`src/rtl/udp_status_reporter.sv`:
```
// udp_status_reporter: builds 4-word status reply packets (magic, seq, frame
// count, error count) on host request or periodic heartbeat and drives the
// liteeth_core udp_sink stream.
module udp_status_reporter #(
  parameter logic [15:0] LOCAL_PORT       = 16'd6000,
  parameter logic [31:0] HB_IP            = 32'hC0A8_0164,
  parameter logic [15:0] HB_PORT          = 16'd6001,
  parameter logic [31:0] HEARTBEAT_CYCLES = 32'd125_000_000,
  parameter logic [31:0] MAGIC            = 32'h4C45_4443
) (
  input  logic        clock,
  input  logic        reset,
  input  logic        req_valid,
  output logic        req_ready,
  input  logic [31:0] req_ip,
  input  logic [15:0] req_port,
  input  logic        frame_done,
  input  logic        pkt_error,
  output logic        udp_sink_valid,
  output logic        udp_sink_last,
  input  logic        udp_sink_ready,
  output logic [15:0] udp_sink_src_port,
  output logic [15:0] udp_sink_dst_port,
  output logic [31:0] udp_sink_ip_address,
  output logic [15:0] udp_sink_length,
  output logic [31:0] udp_sink_data,
  output logic [3:0]  udp_sink_error
);

  typedef enum logic {IDLE, SEND} state_t;

  state_t      state, state_next;
  logic        alive;
  logic [31:0] frame_cnt, frame_snap;
  logic [15:0] err_cnt, err_snap;
  logic [15:0] seq, seq_snap;
  logic [31:0] hb_cnt;
  logic        hb_tick, hb_pending, hb_flag;
  logic [1:0]  word_idx;
  logic        accept_req, accept_hb, handshake, final_hs;

  assign udp_sink_src_port = LOCAL_PORT;
  assign udp_sink_length   = 16'd16;
  assign udp_sink_error    = 4'd0;

  assign handshake = udp_sink_valid & udp_sink_ready;
  assign final_hs  = handshake & (word_idx == 2'd3);
  assign udp_sink_last = udp_sink_valid & (word_idx == 2'd3);
  assign hb_tick = (HEARTBEAT_CYCLES != 32'd0) && (hb_cnt == HEARTBEAT_CYCLES - 32'd1);

  // Holds req_ready low until the first clock edge after reset release
  always_ff @(posedge clock or posedge reset) begin
    if (reset) alive <= 1'b0;
    else       alive <= 1'b1;
  end

  // State register
  always_ff @(posedge clock or posedge reset) begin
    if (reset) state <= IDLE;
    else       state <= state_next;
  end

  // Next-state, handshake outputs and request-over-heartbeat arbitration
  always_comb begin
    state_next     = state;
    req_ready      = 1'b0;
    udp_sink_valid = 1'b0;
    accept_req     = 1'b0;
    accept_hb      = 1'b0;
    case (state)
      IDLE: begin
        req_ready = alive;
        if (alive) begin
          if (req_valid)       accept_req = 1'b1;
          else if (hb_pending) accept_hb  = 1'b1;
        end
        if (accept_req || accept_hb) state_next = SEND;
      end
      SEND: begin
        udp_sink_valid = 1'b1;
        if (final_hs) state_next = IDLE;
      end
      default: state_next = IDLE;
    endcase
  end

  // Live frame and error counters; errors saturate so overflow is visible
  always_ff @(posedge clock or posedge reset) begin
    if (reset) begin
      frame_cnt <= 32'd0;
      err_cnt   <= 16'd0;
    end else begin
      if (frame_done) frame_cnt <= frame_cnt + 32'd1;
      if (pkt_error && (err_cnt != 16'hFFFF)) err_cnt <= err_cnt + 16'd1;
    end
  end

  // Heartbeat timer; at most one heartbeat is ever pending
  always_ff @(posedge clock or posedge reset) begin
    if (reset) begin
      hb_cnt     <= 32'd0;
      hb_pending <= 1'b0;
    end else begin
      if (hb_tick || (HEARTBEAT_CYCLES == 32'd0)) hb_cnt <= 32'd0;
      else                                        hb_cnt <= hb_cnt + 32'd1;
      if (accept_hb) hb_pending <= 1'b0;
      if (hb_tick)   hb_pending <= 1'b1;
    end
  end

  // Per-packet snapshot, destination latch, word index and sequence number
  always_ff @(posedge clock or posedge reset) begin
    if (reset) begin
      frame_snap          <= 32'd0;
      err_snap            <= 16'd0;
      seq_snap            <= 16'd0;
      seq                 <= 16'd0;
      hb_flag             <= 1'b0;
      word_idx            <= 2'd0;
      udp_sink_ip_address <= 32'd0;
      udp_sink_dst_port   <= 16'd0;
    end else begin
      if (accept_req || accept_hb) begin
        frame_snap          <= frame_cnt;
        err_snap            <= err_cnt;
        seq_snap            <= seq;
        hb_flag             <= accept_hb;
        word_idx            <= 2'd0;
        udp_sink_ip_address <= accept_req ? req_ip : HB_IP;
        udp_sink_dst_port   <= accept_req ? req_port : HB_PORT;
      end else if (handshake) begin
        word_idx <= word_idx + 2'd1;
      end
      if (final_hs) seq <= seq + 16'd1;
    end
  end

  // Payload word selection; bus reads zero outside a packet
  always_comb begin
    udp_sink_data = 32'd0;
    if (udp_sink_valid) begin
      case (word_idx)
        2'd0:    udp_sink_data = MAGIC;
        2'd1:    udp_sink_data = {seq_snap, 16'd4};
        2'd2:    udp_sink_data = frame_snap;
        default: udp_sink_data = {err_snap, 15'd0, hb_flag};
      endcase
    end
  end

endmodule

```
`config.mk`:
```
export PLATFORM = sky130hd
export DESIGN_NAME = udp_status_reporter
export DESIGN_NICKNAME = d
export VERILOG_FILES = /design/src/rtl/udp_status_reporter.sv
export SDC_FILE = /design/constraint.sdc
export NUM_CORES = 1
export LEC_CHECK = 0
export BUFFER_PORTS_ARGS = -buffer_cell sky130_fd_sc_hd__buf_2
export CAP_MARGIN = 20
export CORE_MARGIN = 2
export CORE_UTILIZATION = 55
export CTS_CLUSTER_DIAMETER = 200
export CTS_CLUSTER_SIZE = 14
export DETAILED_ROUTE_END_ITERATION = 16
export GPL_TIMING_DRIVEN = 0
export PLACE_DENSITY = 0.79
export SLEW_MARGIN = 20
export SYNTH_ARGS = -nofsm -noshare
export SYNTH_HDL_FRONTEND = slang
export SYNTH_SLANG_ARGS = --single-unit
export TNS_END_PERCENT = 1
```
`constraint.sdc`:
```
create_clock -name clock -period 11.6 [get_ports clock]
set_input_delay 0.58 -clock clock [delete_from_list [all_inputs] [get_ports clock]]
set_output_delay 0.58 -clock clock [all_outputs]
set_load 0.005 [all_outputs]
```
After elaboration in Yosys (flattened, before gate mapping) --
Cells that the tools add are included.
Storage, ports and cells: output and inout bits 119, word-level logic and storage cells 57, input bits 54, flip-flop bits (word level) 214
Operators by class: reductions and logical operators 6, eq/ne operators 5, bitwise operators 4, mux-type cells 23, add/subtract/negate cells 5
Operators with widths (count):
- $mux 32 | 3
- $pmux 32 s3 | 1
- $add 32x1->32 const B | 2
- $add 16x1->16 const B | 2
- $eq 32x27->1 const B | 1
- $mux 16 | 1
- $ne 16x16->1 const B | 1
- $mux 1 | 15
- $eq 2x2->1 const B | 2
- $mux 2 | 2
- $reduce_bool 2->1 | 2
- $and 1x1->1 | 3
- $add 2x1->2 const B | 1
- $eq 2x1->1 const B | 1
- $logic_not 2->1 | 1
- $logic_or 1x1->1 | 2
- $pmux 1 s2 | 1
- $logic_and 1x1->1 | 1
- $not 1->1 | 1

Logic depth before layout (Yosys ltp) --
depth in word-level cells 7, depth in mapped cells 8, gate-level depth less buffers 6

Least setup slack after synthesis --
Ideal clock, no wire load.
path type register to register, start point reg hb_cnt[18], end point reg hb_cnt[11], data arrival time 1.947 ns, path slack 9.535 ns, path buffers 2, library setup time 0.119 ns, period minus slack after synthesis 2.065 ns, data required time 11.481 ns, stages on the path, launching flop included 7, cells stage by stage dfrtp_1 -> or4_1 -> or4_1 -> clkbuf_1 -> nor2_1 -> buf_4 -> nor2_1
Between the ends: longest elaborated chain between the ends 2
Ends and longest elaborated chain:
- start, declared | RTL line 37 | logic [31:0] hb_cnt;
- start signal, assigned | RTL line 105 | else hb_cnt <= hb_cnt + 32'd1;
- $eq 32x27->1 | RTL line 49 | assign hb_tick = (HEARTBEAT_CYCLES != 32'd0) && (hb_cnt == HEARTBEAT_CYCLES - 32'd1);
- $mux 32 | RTL line 104 | if (hb_tick || (HEARTBEAT_CYCLES == 32'd0)) hb_cnt <= 32'd0;
No other way between the ends. A chain may end at the register's enable or synchronous reset.

Worst setup path in the final report --
start point reg state, end point out udp_sink_data[0]
Between the ends: longest elaborated chain between the ends 2
Ends and longest elaborated chain:
- start, declared | RTL line 32 | state_t state, state_next;
- start signal, assigned | RTL line 60 | else state <= state_next;
- $mux 1 | RTL line 70 | case (state)
- $mux 32 | RTL line 141 | if (udp_sink_valid) begin
- end, declared | RTL line 26 | output logic [31:0] udp_sink_data,
No other way between the ends.

==> flow_summary.yaml <==
power:
  power.internal_mw: 1.48
  power_frac_clock: 0.253
  power.density_nw_per_um2: 194
  p_comb_frac: 0.277
  vdd_drop_max_mv: 0.180
  power.share.sequential: 0.469
  leakage_nw: 5.72
  switchingPower_uw: 698
  sw_frac_of_total: 0.321
drt:
  met1_length_mm: 9.65
  routed_wl_mm: 22.0
  routed_via_density: 5.40
  drc: 0
  routed.top_layer: "met4"
  vias: 7335
  wl_met3_mm: 1.47
  dr.pass1.iters: 5
  wl_per_cell_um: 16.2
  ant_nets: 0
  dr_wl_met2_mm: 10.2
  drt_iter0_markers: 477
synth:
  synth_cell_types: 45
  synth-async-reset-ratio: 1.00
  synth.avg_cell_area_um2: 10.2
  netlist_instances: 940
  synth_compound_area_frac: 0.0959
  synthesis.area_um2: 9590
  ys_seq_area_frac: 0.558
  ys_ff_latch: 214
  synth_mux_area_frac: 0.00339
  ys.flop_type: "dfrtp_1"
  synth_top_family_by_area: "simple AND/OR/NAND/NOR gates"
  synthSimpleGateAreaFrac: 0.199
  synth_edf_count: 0
  synth-xor-area-share: 0.0784
  synthAdderAreaFrac: 0.0117
  yosys_warnings: 0
timing:
  finalSetupViolCount: 0
  finalSetupTns_ps: 0
  period_needed_ps: 2970
  drv_slew: 0
  hold_viol_final: 0
  rsz0062_at_grt: "false"
  timing.final.crit_share: 0.256
  worst_pin_slew_ps: 914
  fin_skew_ps: 13.3
  fmax_mhz: 336
  maxSlewHeadroom: 0.385
finish:
  finalInstanceArea_um2: 11200
  fin_nets: 1196
  drive_gt1_frac: 0.184
  syn_to_final_growth_pct: 17.2
  finish.utilization: 0.654
  final_common_cell: "nand2_1"
  layout_common_cells: "nand2_1 (227), dfrtp_1 (214), buf_2 (136)"
place:
  port_buffers: 135
  dpl_cell_area_um2: 10700
  place_hpwl_mm: 15.9
  globalplace.congestion: 0.863
critical_path:
  cp.arrival_ps: 2390
  worstPathRequired_ps: 11020
  critPathLaunchType: "register"
  end_kind: "output port"
  cp_max_fo: 10
  critical_path_class: "reg -> out"
grt:
  grt_antenna_before_repair: 1
  grt_max_degree: 97
  grt_pass1_vias: 7124
  groute.usage.overall: 0.239
  gr-total-overflow: 0
  grt_pass1_wl_mm: 35.5
floorplanning:
  ioPinCount: 173
  dieHeight_um: 136
  dieWidth_um: 136
  rows: 48
  start_util: 0.558
  dieArea_um2: 18500
  core_um2: 17200
clocking:
  numCtsBuffers: 19
  clkLatencyLatePin_ps: 490
  clkTransAtPathRegs_ps: 60
  cts_resized: 0
  tritoncts: "built"
  clock_sinks: 214
  clockRootBuffer: "clkbuf_16"
  postCtsSetupRepairBufs: 0
  clockBufferDepth: 3
  htree_num_levels: 1
  ctsHoldBuffers: 0
hold_path:
  hold_class: "in -> async"
run_status:
  status: "complete, no violations"
flow_run:
  maxCapViolCount: 0
[stage by stage]
step	instances	power (mW)	worst slack [ps]	hold WS [ps]
2_1_floorplan	975	1.37	5170	438
3_3_place_gp	1335	1.61	3010	453
3_5_place_dp	1337	1.63	9070	463
4_1_cts	1358	2.19	8670	78.7
5_1_grt	1359	2.31	8440	91.7
6_report	1359	2.18	8630	77.9
[per-layer routing]
| metal | vias to the layer above | GRT usage |
|---|---|---|
| met1 | 3549 | 0.321 |
| met5 | - | 0 |
| met3 | 44 | 0.0462 |
| met4 | 0 | 0.0804 |
| met2 | 236 | 0.393 |
| li1 | 3506 | - |
[sequential cells by signal, indices dropped and copies added (netlist names)]
name	cells
alive	1
err_cnt	16
err_snap	16
frame_cnt	32
frame_snap	32
hb_cnt	32
hb_flag	1
hb_pending	1
seq	16
seq_snap	16
state	1
udp_sink_dst_port	16
udp_sink_ip_address	32
word_idx	2
[worst max-delay path, cell delays in order (launching register included)]
cell	delay [ps]
dfrtp_1	340
clkbuf_1	430
clkbuf_1	500
o21ai_0	180
a21oi_1	270
buf_2	180
[kinds of logic (layout without fill, tap and decap cells)]
group	after synthesis	in the layout
xor gates and xnor gates	85	85
DFF	214	214
and+or+nand+nor	418	418
adders and majority gates	9	9
buffers and inverters	96	254
AOI/OAI and AO/OA	113	113
muxes	3	3
other	2	38
[layout make-up]
| type | count | area (µm²) |
|---|---|---|
| Clock buffer | 19 | 475 |
| Clock inverter | 2 | 20.0 |
| Tap cell | 225 | 282 |
| Sequential cell | 214 | 5360 |
| Multi-Input combinational cell | 665 | 3870 |
| Antenna cell | 1 | 2.50 |
| Buffer | 82 | 448 |
| Inverter | 14 | 60.1 |
| Timing Repair Buffer | 137 | 731 |
| Fill cell | 1418 | 5940 |
[power groups by stage]
stage | logic (mW) | clock network [mW] | registers, mW
after floorplan | 0.349 | 0 | 1.02
after global placement | 0.585 | 0 | 1.03
after detailed placement | 0.598 | 0 | 1.04
after CTS | 0.605 | 0.565 | 1.02
after global routing | 0.672 | 0.593 | 1.04
final | 0.604 | 0.552 | 1.02
[final timing paths]
| check | startpoint | endpoint | slack (ps) | cells past startpoint |
|---|---|---|---|---|
| max in group asynchronous | reset | seq[1]$_DFFE_PP0N_ | 10760 | 3 |
| worst min register to register | frame_snap[4]$_DFFE_PP0P_ | frame_snap[4]$_DFFE_PP0P_ | 470 | 2 |
| worst max-delay path | state$_DFF_PP0_ | udp_sink_data[0] | 8630 | 5 |
| worst min-delay path | reset | udp_sink_ip_address[10]$_DFFE_PP0P_ | 80 | 2 |
| worst max register to register | state$_DFF_PP0_ | frame_snap[10]$_DFFE_PP0P_ | 9010 | 8 |
| min in group clock | req_ip[21] | udp_sink_ip_address[21]$_DFFE_PP0P_ | 300 | 2 |
[cells in the mapped netlist (17+ instances only)]
cell type | count | area share
buf_4 | 37 | 0.029
nand4_1 | 22 | 0.014
clkbuf_1 | 44 | 0.017
dfrtp_1 | 214 | 0.56
nor2_1 | 43 | 0.017
a22o_1 | 31 | 0.028
nand2_1 | 227 | 0.089
o22a_1 | 17 | 0.016
nand3_1 | 45 | 0.023
xor2_1 | 23 | 0.021
xnor2_1 | 61 | 0.056
and2_1 | 20 | 0.013
No activity file was read; power rests on OpenSTA's default activity.
